## src/rtl/ifu.sv

```systemverilog
// Instruction fetch unit: owns the PC, fetches one instruction at a time
// and hands {inst, pc} to decode over valid/ready.
module ifu #(
  parameter logic [63:0] RESET_PC = 64'h0000_0000_8000_0000
) (
  input  logic        clk,
  input  logic        rst,
  output logic        imem_req_o_ifu,
  output logic [63:0] imem_addr_o_ifu,
  input  logic        imem_gnt_i_ifu,
  input  logic        imem_rvalid_i_ifu,
  input  logic [31:0] imem_rdata_i_ifu,
  input  logic        redirect_i_ifu,
  input  logic [63:0] redirect_pc_i_ifu,
  output logic        valid_o_ifu,
  input  logic        ready_i_ifu,
  output logic [31:0] inst_o_ifu,
  output logic [63:0] pc_o_ifu
);

  typedef enum logic [1:0] {
    S_FETCH,
    S_WAIT,
    S_OUT,
    S_DRAIN
  } state_t;

  state_t      r_state;
  state_t      w_state_nxt;
  logic [63:0] r_pc;
  logic [63:0] w_pc_nxt;
  logic [31:0] r_inst_q;
  logic [63:0] r_pc_q;
  logic        w_capture;
  logic [63:0] w_redir_pc;
  logic        w_unused;

  assign w_redir_pc = {redirect_pc_i_ifu[63:2], 2'b00};
  assign w_unused   = ^redirect_pc_i_ifu[1:0];

  always_comb begin
    w_state_nxt = r_state;
    w_pc_nxt    = r_pc;
    w_capture   = 1'b0;
    unique case (r_state)
      S_FETCH: begin
        if (redirect_i_ifu) begin
          // a grant in this cycle belongs to the stale address
          w_state_nxt = imem_gnt_i_ifu ? S_DRAIN : S_FETCH;
        end else if (imem_gnt_i_ifu) begin
          w_state_nxt = S_WAIT;
        end
      end
      S_WAIT: begin
        if (redirect_i_ifu) begin
          w_state_nxt = imem_rvalid_i_ifu ? S_FETCH : S_DRAIN;
        end else if (imem_rvalid_i_ifu) begin
          w_capture   = 1'b1;
          w_state_nxt = S_OUT;
        end
      end
      S_OUT: begin
        if (redirect_i_ifu) begin
          w_state_nxt = S_FETCH;
        end else if (ready_i_ifu) begin
          w_pc_nxt    = r_pc + 64'd4;
          w_state_nxt = S_FETCH;
        end
      end
      S_DRAIN: begin
        if (imem_rvalid_i_ifu) begin
          w_state_nxt = S_FETCH;
        end
      end
      default: w_state_nxt = S_FETCH;
    endcase
    if (redirect_i_ifu) begin
      w_pc_nxt = w_redir_pc;
    end
  end

  always_ff @(posedge clk) begin
    if (rst) begin
      r_state  <= S_FETCH;
      r_pc     <= RESET_PC;
      r_inst_q <= 32'd0;
      r_pc_q   <= 64'd0;
    end else begin
      r_state <= w_state_nxt;
      r_pc    <= w_pc_nxt;
      if (w_capture) begin
        r_inst_q <= imem_rdata_i_ifu;
        r_pc_q   <= r_pc;
      end
    end
  end

  assign imem_req_o_ifu  = (r_state == S_FETCH) && !rst;
  assign imem_addr_o_ifu = r_pc;
  assign valid_o_ifu     = (r_state == S_OUT) && !rst;
  assign inst_o_ifu      = r_inst_q;
  assign pc_o_ifu        = r_pc_q;

endmodule

```

## config.mk

```make
export PLATFORM = sky130hd
export DESIGN_NAME = ifu
export DESIGN_NICKNAME = d
export VERILOG_FILES = /design/src/rtl/ifu.sv
export SDC_FILE = /design/constraint.sdc
export NUM_CORES = 1
export LEC_CHECK = 0
export ABC_AREA = 1
export ABC_CLOCK_PERIOD_IN_PS = 2200
export BUFFER_PORTS_ARGS = -buffer_cell sky130_fd_sc_hd__buf_2
export CAP_MARGIN = 20
export CORE_MARGIN = 1.5
export CORE_UTILIZATION = 23
export DETAILED_ROUTE_END_ITERATION = 10
export PLACE_DENSITY = 0.39
export SLEW_MARGIN = 20
export SYNTH_ARGS = -nofsm -noshare
export SYNTH_HDL_FRONTEND = slang
export SYNTH_SLANG_ARGS = --single-unit
```

## constraint.sdc

```tcl
create_clock -name clk -period 2.2 [get_ports clk]
set_clock_uncertainty 0.1 [all_clocks]
set_input_delay 0.22 -clock clk [delete_from_list [all_inputs] [get_ports clk]]
set_output_delay 0.22 -clock clk [all_outputs]
set_load 0.1 [all_outputs]
```

[Word level (Yosys, flattened, before mapping)]
Cells that the tools add are included.
Cells by class
  add/sub/neg operators: 1
  multiply operators: 0
  div/mod/pow operators: 0
  order comparisons: 0
  equality and inequality tests: 7
  shifts and indexed selects: 0
  muxes and demuxes: 16
  bitwise gates (word level): 0
  reduce and logical (&&, ||, !) cells: 10
Operators with widths (number)
  two-way mux 64 bit: 3
  adder 64 x 3 -> 64 bit (second input constant): 1
  two-way mux 2 bit: 9
  inequality test 3 bit (second input constant): 3
  case mux 2 bit (4 select lines): 1
  equality test 2 bit (second input constant): 2
  AND reduction 2 bit: 2
  AND reduction 4 bit: 1
  nonzero test 2 bit: 2
  two-way mux 1 bit: 3
  equality test 2 x 1 -> 1 bit (second input constant): 1
  logical AND 1 bit: 2
  logical NOT 2 bit: 1
  inequality test 2 bit (second input constant): 1
  OR reduction 2 bit: 1
  logical NOT 1 bit: 1
Word-level totals
  bits in registers: 162
  latch bits: 0
  RAM bits: 0
  memory bits (read-only): 0
  input port bits: 102
  output and inout bits: 162
  word-level logic and storage cells: 39
  memories: 0

[Depth between registers and ports, before layout]
Gate-level depths: netlist of run 1.
  depth in word-level cells: 4
  mapped depth: 12
  depth with buffers taken out: 12

[Worst setup path after synthesis of run 1]
Ideal clock, no wire load.
  path type: input -> output
  start: input rst
  end: output imem_req_o_ifu
  data arrival time: 2.601 ns
  required time: 1.880 ns
  path slack: -0.721 ns
  stages: 3
  buffers on the path: 2
  path through: clkbuf_1 -> clkbuf_1 -> nor3_1
On the way
  word-level cells in the longest chain between the ends: 2
RTL lines
  from (decl): line 7  | input logic rst,
  logical NOT 1 bit: line 98  | assign imem_req_o_ifu = (r_state == S_FETCH) && !rst;
  logical AND 1 bit: line 98
  to (decl): line 8  | output logic imem_req_o_ifu,
Every way passes these cells.

[Worst setup path after layout of run 1]
  start: register r_pc[40] (netlist: imem_addr_o_ifu[40])
  end: register r_pc[62] (netlist: imem_addr_o_ifu[62])
On the way
  word-level cells in the longest chain between the ends: 4
RTL lines
  from (decl): line 30  | logic [63:0] r_pc;
  from (signal assigned): line 90  | r_pc <= w_pc_nxt;
  adder 64 x 3 -> 64 bit: line 66  | w_pc_nxt = r_pc + 64'd4;
  two-way mux 64 bit: line 65  | end else if (ready_i_ifu) begin
  two-way mux 64 bit: line 45  | unique case (r_state)
  two-way mux 64 bit: line 77  | if (redirect_i_ifu) begin
Every way passes these cells. The select of a mux whose other input is x is not followed.
A chain may end at the register's enable or synchronous reset.

==> out/results.ini, run 1 <==
[floorplan]
initial_core_util_pct=23.5
dieArea_um2=35700
core-area_um2=33800
ios=264
rows=67
die_x_um=189
die_y_um=189

[cts]
cts_root_buffer=clkbuf_16
ctsHtreeMaxLevel=4
cts_tree=done
cts_buffer_depth=2
cts_sinks=158
clk_latency_ps=450
cts_made_buffers=17
path_clk_slew_ps=70

[finish]
drive_above_1_share_pct=26.3
regArea_um2=3200
num-fill-cells=3755
area_growth_pct=41.1
diodes=0
final_cells=2010
multiInputGateArea_um2=4200
fin_nets=1652

[logic_synthesis]
synthTopCellsByArea=dfxtp_1 (40%), nor2_1 (13%), nand2_1 (12%)
yosysTopAreaCell=dfxtp_1
synthArstFlopShare_pct=0
avgSynthCellArea_um2=6.52
ys_warn_count=0
ys_top_cells_by_count=nor2_1 (267), nand2_1 (250), dfxtp_1 (158)
synth.cell_area_um2=7950
syn_inst=1220
synth_top_area_share_pct=39.8
synthFlopType=dfxtp_1
synth_most_common_cell=nor2_1
synth_edf_count=0
ys_types=33
ys_ff_latch=158
ys_seq_area_share_pct=39.8

[sta]
fmax_mhz=500
layout_setup_ws_ps=201
maxSlewHeadroom_pct=55.9
rsz0062_at_grt=false
min_period_ps=2000
setup_violations=0
tightest_slew_ps=662
slew_viol_final=0
tns_ps=0
period_share_pct=90.8
hold_viol_final=0

[route]
wl_met1_mm=16.5
met3WireLength_mm=1.89
wirelength_mm=35.3
dr_wl_met2_mm=16.3
drt_iter0_drc=503
drt-vias-per-instance=4.50
drc=0
drt-pass1-iter-count=5
topRoutingLayerUsed=met4
routedWlPerCell_um=17.6
vias=9053
postRouteAntennaNets=0

[critical_path]
worstSetupPathType=reg2reg
path_depth=9
worst_setup_path_end_kind=flip-flop
crit_buf_inv=0
cp_max_fo=7
slowest_delay_ps=470
r2r_cells=9
required_ps=2400
cpMaxStageDelayCell=dfxtp_2
cp-start-kind=flip-flop
critical_path.top_delay_family=simple AND/OR/NAND/NOR gates
arrival_ps=2200
worstPathCellList=nand2_1 -> nor2_1 -> nand2_1 -> nor2_1 -> nand2_1 -> o21ai_0 -> nand3_1 -> nand2_1 -> a21oi_1
timing.critical_path.mode_cell=nand2_1

[grt]
grt_pass1_wl_mm=52.2
antenna_found_initial=0
grt_max_degree=77
grt_pass1_vias=8627
overflow=0
grt_usage_pct=19.5

[power]
ir_drop_mv=0.522
power_density_nw_per_um2=789
p_leak_nw=5.19

[worst_hold_path]
hold_depth=3
hold_path_class=in2reg

[status]
status=completed

[place]
hpwl_mm=26.2
dp_cells=1910
preCtsSetupSlack_ps=175
gp_congestion=0.870
io_buffers=257

[flow_run]
max_cap_viol_count=0

## cells by family (layout without fill, tap and decap cells)
family,count (synthesis),after routing,share of synthesized area [%]
AND/OR/NAND/NOR,639,639,34.0
AO/OA/AOI/OAI,257,257,17.1
XOR/XNOR,9,9,0.991
adder cells (fa/ha/maj),1,1,0.157
other,1,4,0.0471
buffers and inverters,155,494,7.88
flip-flops,158,158,39.8
## registers in the layout, summed over array words and instances, names as in the netlist
signal,flops
pc_o_ifu,62
inst_o_ifu,32
imem_addr_o_ifu,62
r_state,2
## report_power, final
part,internal (mW),switching [mW]
registers,3.06,0.172
logic,0.501,2.06
clock network,1.69,1.37
## routing by layer
| layer | vias to the layer above | global-route usage (%) |
|---|---|---|
| li1 | 4622 | - |
| met1 | 4140 | 25.6 |
| met2 | 256 | 32.0 |
| met3 | 35 | 4.24 |
| met4 | 0 | 5.31 |
| met5 | - | 0 |
## worst paths after layout
kind,from,endpoint,slack [ps]
min,redirect_pc_i_ifu[20],imem_addr_o_ifu[20],40
max,imem_addr_o_ifu[40],imem_addr_o_ifu[62],200
min reg2reg,imem_addr_o_ifu[2],imem_addr_o_ifu[2],410
max reg2reg,imem_addr_o_ifu[40],imem_addr_o_ifu[62],200
## worst register-to-register path: stages (launching register included)
cell	delay (ps)
dfxtp_2	470
nand2_1	130
nor2_1	210
nand2_1	200
nor2_1	220
nand2_1	140
o21ai_0	170
nand3_1	90
nand2_1	70
a21oi_1	60
## per-stage QoR
stage	hold WS [ps]	cell area (µm²)	util, %	power, mW
2_1_floorplan	255	8010	-	5.19
3_3_place_gp	343	9950	29.5	5.77
3_5_place_dp	349	9950	29.5	5.77
4_1_cts	4.06	11200	33.2	8.96
5_1_grt	16.1	11200	33.2	9.20
6_report	39.9	11200	33.2	8.85
## what timing repair did
item,CTS,global route
buffers inserted,0,0
hold endpoints to repair,68,0
setup endpoints to repair,0,2
hold buffers,68,0
gates resized for setup,0,2
## layout make-up
cell class	instances	area share [%]
Inverter	91	3.04
Multi-Input combinational cell	910	37.4
Tap cell	448	5.00
Timing Repair Buffer	371	20.8
Sequential cell	158	28.5
Clock buffer	18	3.83
Clock inverter	14	1.38
## layout by cell type (no fill, tap or decap), types with 9 or more instances in the layout
master,count
clkbuf_16,17
dfxtp_2,29
nand3_1,67
buf_2,257
a31oi_1,27
o21ai_1,10
nor2_2,9
o21ai_0,125
nand2_2,10
inv_1,79
dfxtp_1,129
nor2_1,266
nand4_1,16
nand2_1,249
buf_4,44
dlygate4sd3_1,68
a21oi_1,79
inv_2,12
Power figures use the tool's default switching activity.
==> run 2, diff against run 1 <==
--- a/config.mk
+++ b/config.mk
@@ -9,10 +9,12 @@
 export ABC_CLOCK_PERIOD_IN_PS = 2200
 export BUFFER_PORTS_ARGS = -buffer_cell sky130_fd_sc_hd__buf_2
 export CAP_MARGIN = 20
+export CELL_PAD_IN_SITES_DETAIL_PLACEMENT = 0
+export CELL_PAD_IN_SITES_GLOBAL_PLACEMENT = 1
 export CORE_MARGIN = 1.5
 export CORE_UTILIZATION = 23
 export DETAILED_ROUTE_END_ITERATION = 10
-export PLACE_DENSITY = 0.39
+export PLACE_DENSITY = 0.53
 export SLEW_MARGIN = 20
 export SYNTH_ARGS = -nofsm -noshare
 export SYNTH_HDL_FRONTEND = slang
==> out/results.ini, run 2 (synthesis results as in run 1) <==
[finish]
area_growth_pct=42.1  ; was 41.1%
drive_above_1_share_pct=26.6  ; was 26.3%
fin_nets=1657  ; was 1652
mostFrequentLayoutCell=nor2_1  ; unchanged
num-fill-cells=3765  ; was 3755
layout_common_cells=nor2_1 (267), buf_2 (257), nand2_1 (249)  ; was nor2_1 (266), buf_2 (257), nand2_1 (249)
diodes=0  ; unchanged

[floorplan]
core-area_um2=33800  ; unchanged
initial_core_util_pct=23.5  ; unchanged
die_y_um=189  ; unchanged
ios=264  ; unchanged
die_x_um=189  ; unchanged
dieArea_um2=35700  ; unchanged
rows=67  ; unchanged

[cts]
cts_buffer_depth=2  ; unchanged
clk_latency_ps=440  ; was 450 ps
ctsHtreeMaxLevel=4  ; unchanged
cts_setup_buffers=0  ; unchanged
cts_made_buffers=17  ; unchanged
cts_tree=done  ; unchanged
path_clk_slew_ps=80  ; was 70 ps
cts_root_buffer=clkbuf_16  ; unchanged
cts_sinks=158  ; unchanged

[route]
drt_iter0_drc=528  ; was 503
postRouteAntennaNets=0  ; unchanged
routedWlPerCell_um=17.9  ; was 17.6 µm
drc=0  ; unchanged
drt-vias-per-instance=4.53  ; was 4.50
vias=9135  ; was 9053
drt-pass1-iter-count=5  ; unchanged
wirelength_mm=36.0  ; was 35.3 mm

[place]
gp_congestion=0.848  ; was 0.870
hpwl_mm=27.1  ; was 26.2 mm
io_buffers=257  ; unchanged
preCtsSetupSlack_ps=154  ; was 175 ps

[sta]
hold_viol_final=0  ; unchanged
slew_viol_final=0  ; unchanged
tns_ps=0  ; unchanged
maxSlewHeadroom_pct=48.0  ; was 55.9%
layout_setup_ws_ps=202  ; was 201 ps
fmax_mhz=501  ; was 500 MHz
setup_violations=0  ; unchanged
tightest_slew_ps=779  ; was 662 ps
period_share_pct=90.8  ; about the same
rsz0062_at_grt=false  ; unchanged
min_period_ps=2000  ; about the same

[power]
power_density_nw_per_um2=786  ; was 789 nW/µm²
ir_drop_mv=0.523  ; was 0.522 mV
p_leak_nw=5.22  ; was 5.19 nW

[grt]
antenna_found_initial=1  ; was 0
grt_max_degree=59  ; was 77
grt_pass1_wl_mm=53.4  ; was 52.2 mm
grt_usage_pct=19.8  ; was 19.5%
overflow=0  ; unchanged
grt_pass1_vias=8667  ; was 8627

[critical_path]
worst_setup_path_end_kind=flip-flop  ; unchanged
cp-start-kind=flip-flop  ; unchanged
cp_max_fo=7  ; unchanged
arrival_ps=2190  ; was 2200 ps
required_ps=2390  ; was 2400 ps
worstSetupPathType=reg2reg  ; unchanged

[status]
status=completed  ; unchanged

[flow_run]
max_cap_viol_count=0  ; unchanged

[worst_hold_path]
hold_path_class=in2reg  ; unchanged

-- run 2: cell types whose count changed in the layout (fill, tap and decap cells not counted), moves of 2 or more --
cell,delta
buf_12,+4
buf_4,+3
clkinv_2,-3
inv_8,+3
clkinvlp_4,+2
dlygate4sd3_1,-2
-- run 2: final cells by class --
cell class / count / area [µm²] / share of cell area, %
multi-input cells: 910 / 4190 / 37.1
inverters: 91 / 342 / 3.02
well taps: 448 / 561 / 4.96
clock inverters: 13 / 141 / 1.25
flip-flops and latches: 158 / 3200 / 28.3
clock buffers: 19 / 443 / 3.92
repair buffers: 376 / 2420 / 21.4
-- run 2: power breakdown --
group	switching, mW	leakage (nW)	internal [mW]
Clock	1.44	0.278	1.64
Sequential	0.166	1.30	3.06
Combinational	2.06	3.64	0.518
-- run 2: final timing paths --
path                         end  slack (ps)                   from  depth (start not counted)
max          imem_addr_o_ifu[63]         200    imem_addr_o_ifu[12]                          9
min          imem_addr_o_ifu[24]          10  redirect_pc_i_ifu[24]                          3
max reg2reg  imem_addr_o_ifu[63]         200    imem_addr_o_ifu[12]                          9
min reg2reg       inst_o_ifu[10]         410         inst_o_ifu[10]                          2
-- run 2: per-layer routing --
layer,global-route usage (%),share of wire [%],wire length (µm),vias up
li1,-,-,-,4641
met1,26.6,47,16800,4215
met2,33.2,47,17000,265
met3,3.71,5.5,1990,14
met4,3.79,0.70,252,0
met5,0,0,0,-
-- run 2: per-stage QoR --
step                      util, %  hold slack, ps  power [mW]  cell area, µm²  instances
final                        33.4            14.8        8.88           11300       2015
after global routing         33.4            10.1        9.24           11300       2015
after CTS                    33.4            5.62        8.99           11300       2015
after detailed placement     29.8             350        5.79           10100       1917
after global placement       29.8             344        5.79           10100       1917
after floorplan                 -             255        5.19            8010       1223
-- run 2: what timing repair did --
action                                 in CTS  in global routing
gates resized for setup                     0                  1
hold buffers                               66                  0
setup endpoints to repair                   0                  1
endpoints found under the hold margin      66                  0
-- run 2: critical path, cell delays in order, from the launching register on --
cell	delay [ps]
dfxtp_2	430
nand2_1	150
nor2_2	200
nand2_1	120
nor2_4	190
nand2_1	220
nor2_1	210
nand3_1	90
nand3_1	90
a21oi_1	60
==> run 3, diff against run 2 <==
--- a/config.mk
+++ b/config.mk
@@ -6,7 +6,7 @@
 export NUM_CORES = 1
 export LEC_CHECK = 0
 export ABC_AREA = 1
-export ABC_CLOCK_PERIOD_IN_PS = 2200
+export ABC_CLOCK_PERIOD_IN_PS = 1800
 export BUFFER_PORTS_ARGS = -buffer_cell sky130_fd_sc_hd__buf_2
 export CAP_MARGIN = 20
 export CELL_PAD_IN_SITES_DETAIL_PLACEMENT = 0
@@ -14,7 +14,7 @@
 export CORE_MARGIN = 1.5
 export CORE_UTILIZATION = 23
 export DETAILED_ROUTE_END_ITERATION = 10
-export PLACE_DENSITY = 0.53
+export PLACE_DENSITY = 0.55
 export SLEW_MARGIN = 20
 export SYNTH_ARGS = -nofsm -noshare
 export SYNTH_HDL_FRONTEND = slang
==> constraint.sdc (replaced) <==
create_clock -name clk -period 1.8 [get_ports clk]
set_clock_uncertainty 0.1 [all_clocks]
set_input_delay 0.18 -clock clk [delete_from_list [all_inputs] [get_ports clk]]
set_output_delay 0.18 -clock clk [all_outputs]
set_load 0.1 [all_outputs]
==> out/results.ini, run 3 (synthesis results as in run 1) <==
[cts]
cts_made_buffers=17  ; unchanged
cts_buffer_depth=2  ; unchanged
ctsHtreeMaxLevel=4  ; unchanged
cts_root_buffer=clkbuf_16  ; unchanged
cts_tree=done  ; unchanged
clk_latency_ps=450  ; was 440 ps
path_clk_slew_ps=80  ; about the same
cts_sinks=158  ; unchanged

[finish]
mostFrequentLayoutCell=buf_2  ; was nor2_1
diodes=0  ; unchanged
layout_common_cells=buf_2 (255), nor2_1 (242), nand2_1 (232)  ; was nor2_1 (267), buf_2 (257), nand2_1 (249)
fin_nets=1750  ; was 1657
drive_above_1_share_pct=35.3  ; was 26.6%
area_growth_pct=58.4  ; was 42.1%
fin_area_um2=12600  ; was 11300 µm²
final_cells=2108  ; was 2015
num-fill-cells=3692  ; was 3765

[flow_run]
max_cap_viol_count=0  ; unchanged

[grt]
top_usage_layer=met2  ; unchanged
met1_usage_pct=27.5  ; was 26.6%
grt_usage_pct=20.2  ; was 19.8%
grt_pass1_vias=9109  ; was 8667
met2_usage_pct=32.2  ; was 33.2%
globalRouteMet3Util_pct=3.91  ; was 3.71%
grt_max_degree=80  ; was 59
overflow=0  ; unchanged
antenna_found_initial=0  ; was 1
grt_pass1_wl_mm=54.8  ; was 53.4 mm

[route]
drt_iter0_drc=520  ; was 528
drt-pass1-iter-count=4  ; was 5
routedWlPerCell_um=17.2  ; was 17.9 µm
drc=0  ; unchanged
wirelength_mm=36.3  ; was 36.0 mm
postRouteAntennaNets=0  ; unchanged
vias=9444  ; was 9135
drt-vias-per-instance=4.48  ; was 4.53

[sta]
tightest_slew_ps=536  ; was 779 ps
slew_viol_final=0  ; unchanged
min_period_ps=1820  ; was 2000 ps
period_share_pct=101  ; was 90.8%
fmax_mhz=551  ; was 501 MHz
rsz0062_at_grt=true  ; was false
hold_viol_final=0  ; unchanged
layout_setup_ws_ps=-16.2  ; was 202 ps
setup_violations=2  ; was 0
whs_ps=15.7  ; was 14.8 ps
maxSlewHeadroom_pct=64.5  ; was 48.0%

[power]
power.share.switching_pct=40.0  ; was 41.3%
p_total_mw=11.2  ; was 8.88 mW
p_leak_nw=5.83  ; was 5.22 nW
sequentialPowerShare_pct=35.0  ; was 36.4%
ir_drop_mv=0.684  ; was 0.523 mV
p_comb_share_pct=29.4  ; was 29.1%
switching_power_mw=4.46  ; was 3.66 mW
power_density_nw_per_um2=885  ; was 786 nW/µm²
internal_power_mw=6.69  ; was 5.22 mW
clock_power_share_pct=35.5  ; was 34.6%

[worst_hold_path]
min_to=imem_addr_o_ifu[39]  ; was imem_addr_o_ifu[24]
hold_path_class=in2reg  ; unchanged
hold_depth=5  ; was 3
hp-start=redirect_pc_i_ifu[39]  ; was redirect_pc_i_ifu[24]

[critical_path]
slowest_delay_ps=380  ; was 430 ps
cpMaxStageDelayCell=dfxtp_4  ; was dfxtp_2
rr_endpoint=imem_addr_o_ifu[58]  ; was imem_addr_o_ifu[63]
worstPathCellList=ha_4 -> inv_2 -> nor2_4 -> nand2_4 -> nor2_8 -> buf_12 -> nand2_8 -> o21ai_2 -> nand3_1 -> nand2_1 -> a21oi_2  ; was nand2_1 -> nor2_2 -> nand2_1 -> nor2_4 -> nand2_1 -> nor2_1 -> nand3_1 -> nand3_1 -> a21oi_1
r2r_cells=11  ; was 9
worstSetupPathType=reg2reg  ; unchanged
cp_max_fo=5  ; was 7
r2r-start=imem_addr_o_ifu[2]  ; was imem_addr_o_ifu[12]
worst_setup_path_end_kind=flip-flop  ; unchanged
rrSetupSlack_ps=-20  ; was 200 ps
required_ps=2020  ; was 2390 ps
cp-start-kind=flip-flop  ; unchanged
arrival_ps=2040  ; was 2190 ps

[status]
violations=negative setup slack
status=finished, violations left  ; was completed

[place]
hpwl_mm=27.2  ; was 27.1 mm
dp_cells=1982  ; was 1917
io_buffers=257  ; unchanged
gp_congestion=0.852  ; was 0.848
place_area_um2=10800  ; was 10100 µm²

[floorplan]
core-area_um2=33800  ; unchanged
rows=67  ; unchanged
dieArea_um2=35700  ; unchanged
die_y_um=189  ; unchanged
initial_core_util_pct=23.5  ; unchanged
die_x_um=189  ; unchanged
ios=264  ; unchanged

-- run 3: cell count changes in the layout (fill, tap and decap cells not counted), moves of 10 or more --
cell,change
nand2_2,+12
dfxtp_4,+47
dlygate4sd3_1,+15
nor2_1,-25
nor2_2,+15
dfxtp_1,-32
buf_4,+69
nand2_1,-17
dfxtp_2,-15
nor2_4,+10
-- run 3: per-layer routing --
| layer | part of all wire, % | up-vias |
|---|---|---|
| met5 | 0 | - |
| met4 | 2.3 | 0 |
| met3 | 4.5 | 35 |
| met2 | 45 | 252 |
| met1 | 48 | 4338 |
| li1 | - | 4819 |
-- run 3: area by class of cell --
| class | count | area [µm²] | area share, % |
|---|---|---|---|
| timing repair buffer | 469 | 3250 | 25.8 |
| inverter | 91 | 352 | 2.79 |
| multi-input combinational | 910 | 4460 | 35.4 |
| tap | 448 | 561 | 4.45 |
| clock inverter | 13 | 174 | 1.38 |
| sequential | 158 | 3360 | 26.7 |
| clock buffer | 19 | 443 | 3.52 |
-- run 3: worst max-delay path by stage --
stage / start / endpoint / slack (ps)
after floorplan: rst / imem_req_o_ifu / -190
final: imem_addr_o_ifu[2] / imem_addr_o_ifu[58] / -20
after global routing: imem_addr_o_ifu[2] / imem_addr_o_ifu[58] / -130
after detailed placement: imem_addr_o_ifu[2] / imem_addr_o_ifu[60] / -100
after CTS: imem_addr_o_ifu[2] / imem_addr_o_ifu[42] / 1
after global placement: imem_addr_o_ifu[2] / imem_addr_o_ifu[36] / -110
-- run 3: critical path, delay by kind of cell (launching register included) --
family | cells | cell delay, ps
AOI/OAI and AO/OA | 2 | 160
buffers and inverters | 2 | 170
adders and majority gates | 1 | 130
DFF | 1 | 380
and+or+nand+nor | 6 | 740
-- run 3: metrics by stage --
step	setup WS (ps)	setup TNS, ps	util (%)
floorplan	-186	-186	-
global placement	-112	-273	31.9
detailed placement	-102	-243	31.9
CTS	1.34	0	36.4
global route	-128	-1760	37.3
finish	-16.2	-31.1	37.3
-- run 3: repair_timing --
| item | 4_1_cts | 5_1_grt |
|---|---|---|
| buffers inserted | 4 | 9 |
| gates cloned | 0 | 0 |
| gates resized for setup | 14 | 76 |
| hold buffers | 81 | 0 |
| pin swaps | 4 | 30 |
| hold endpoints to repair | 81 | 0 |
| endpoints found under the setup margin | 14 | 35 |
-- run 3: power groups by stage --
stage / Clock, mW / Sequential (mW) / Combinational, mW
after floorplan: 0 / 5.62 / 0.702
after global placement: 0 / 3.98 / 3.13
after detailed placement: 0 / 3.98 / 3.14
after CTS: 4.09 / 3.91 / 3.29
after global routing: 4.24 / 3.94 / 3.46
final: 3.96 / 3.91 / 3.28
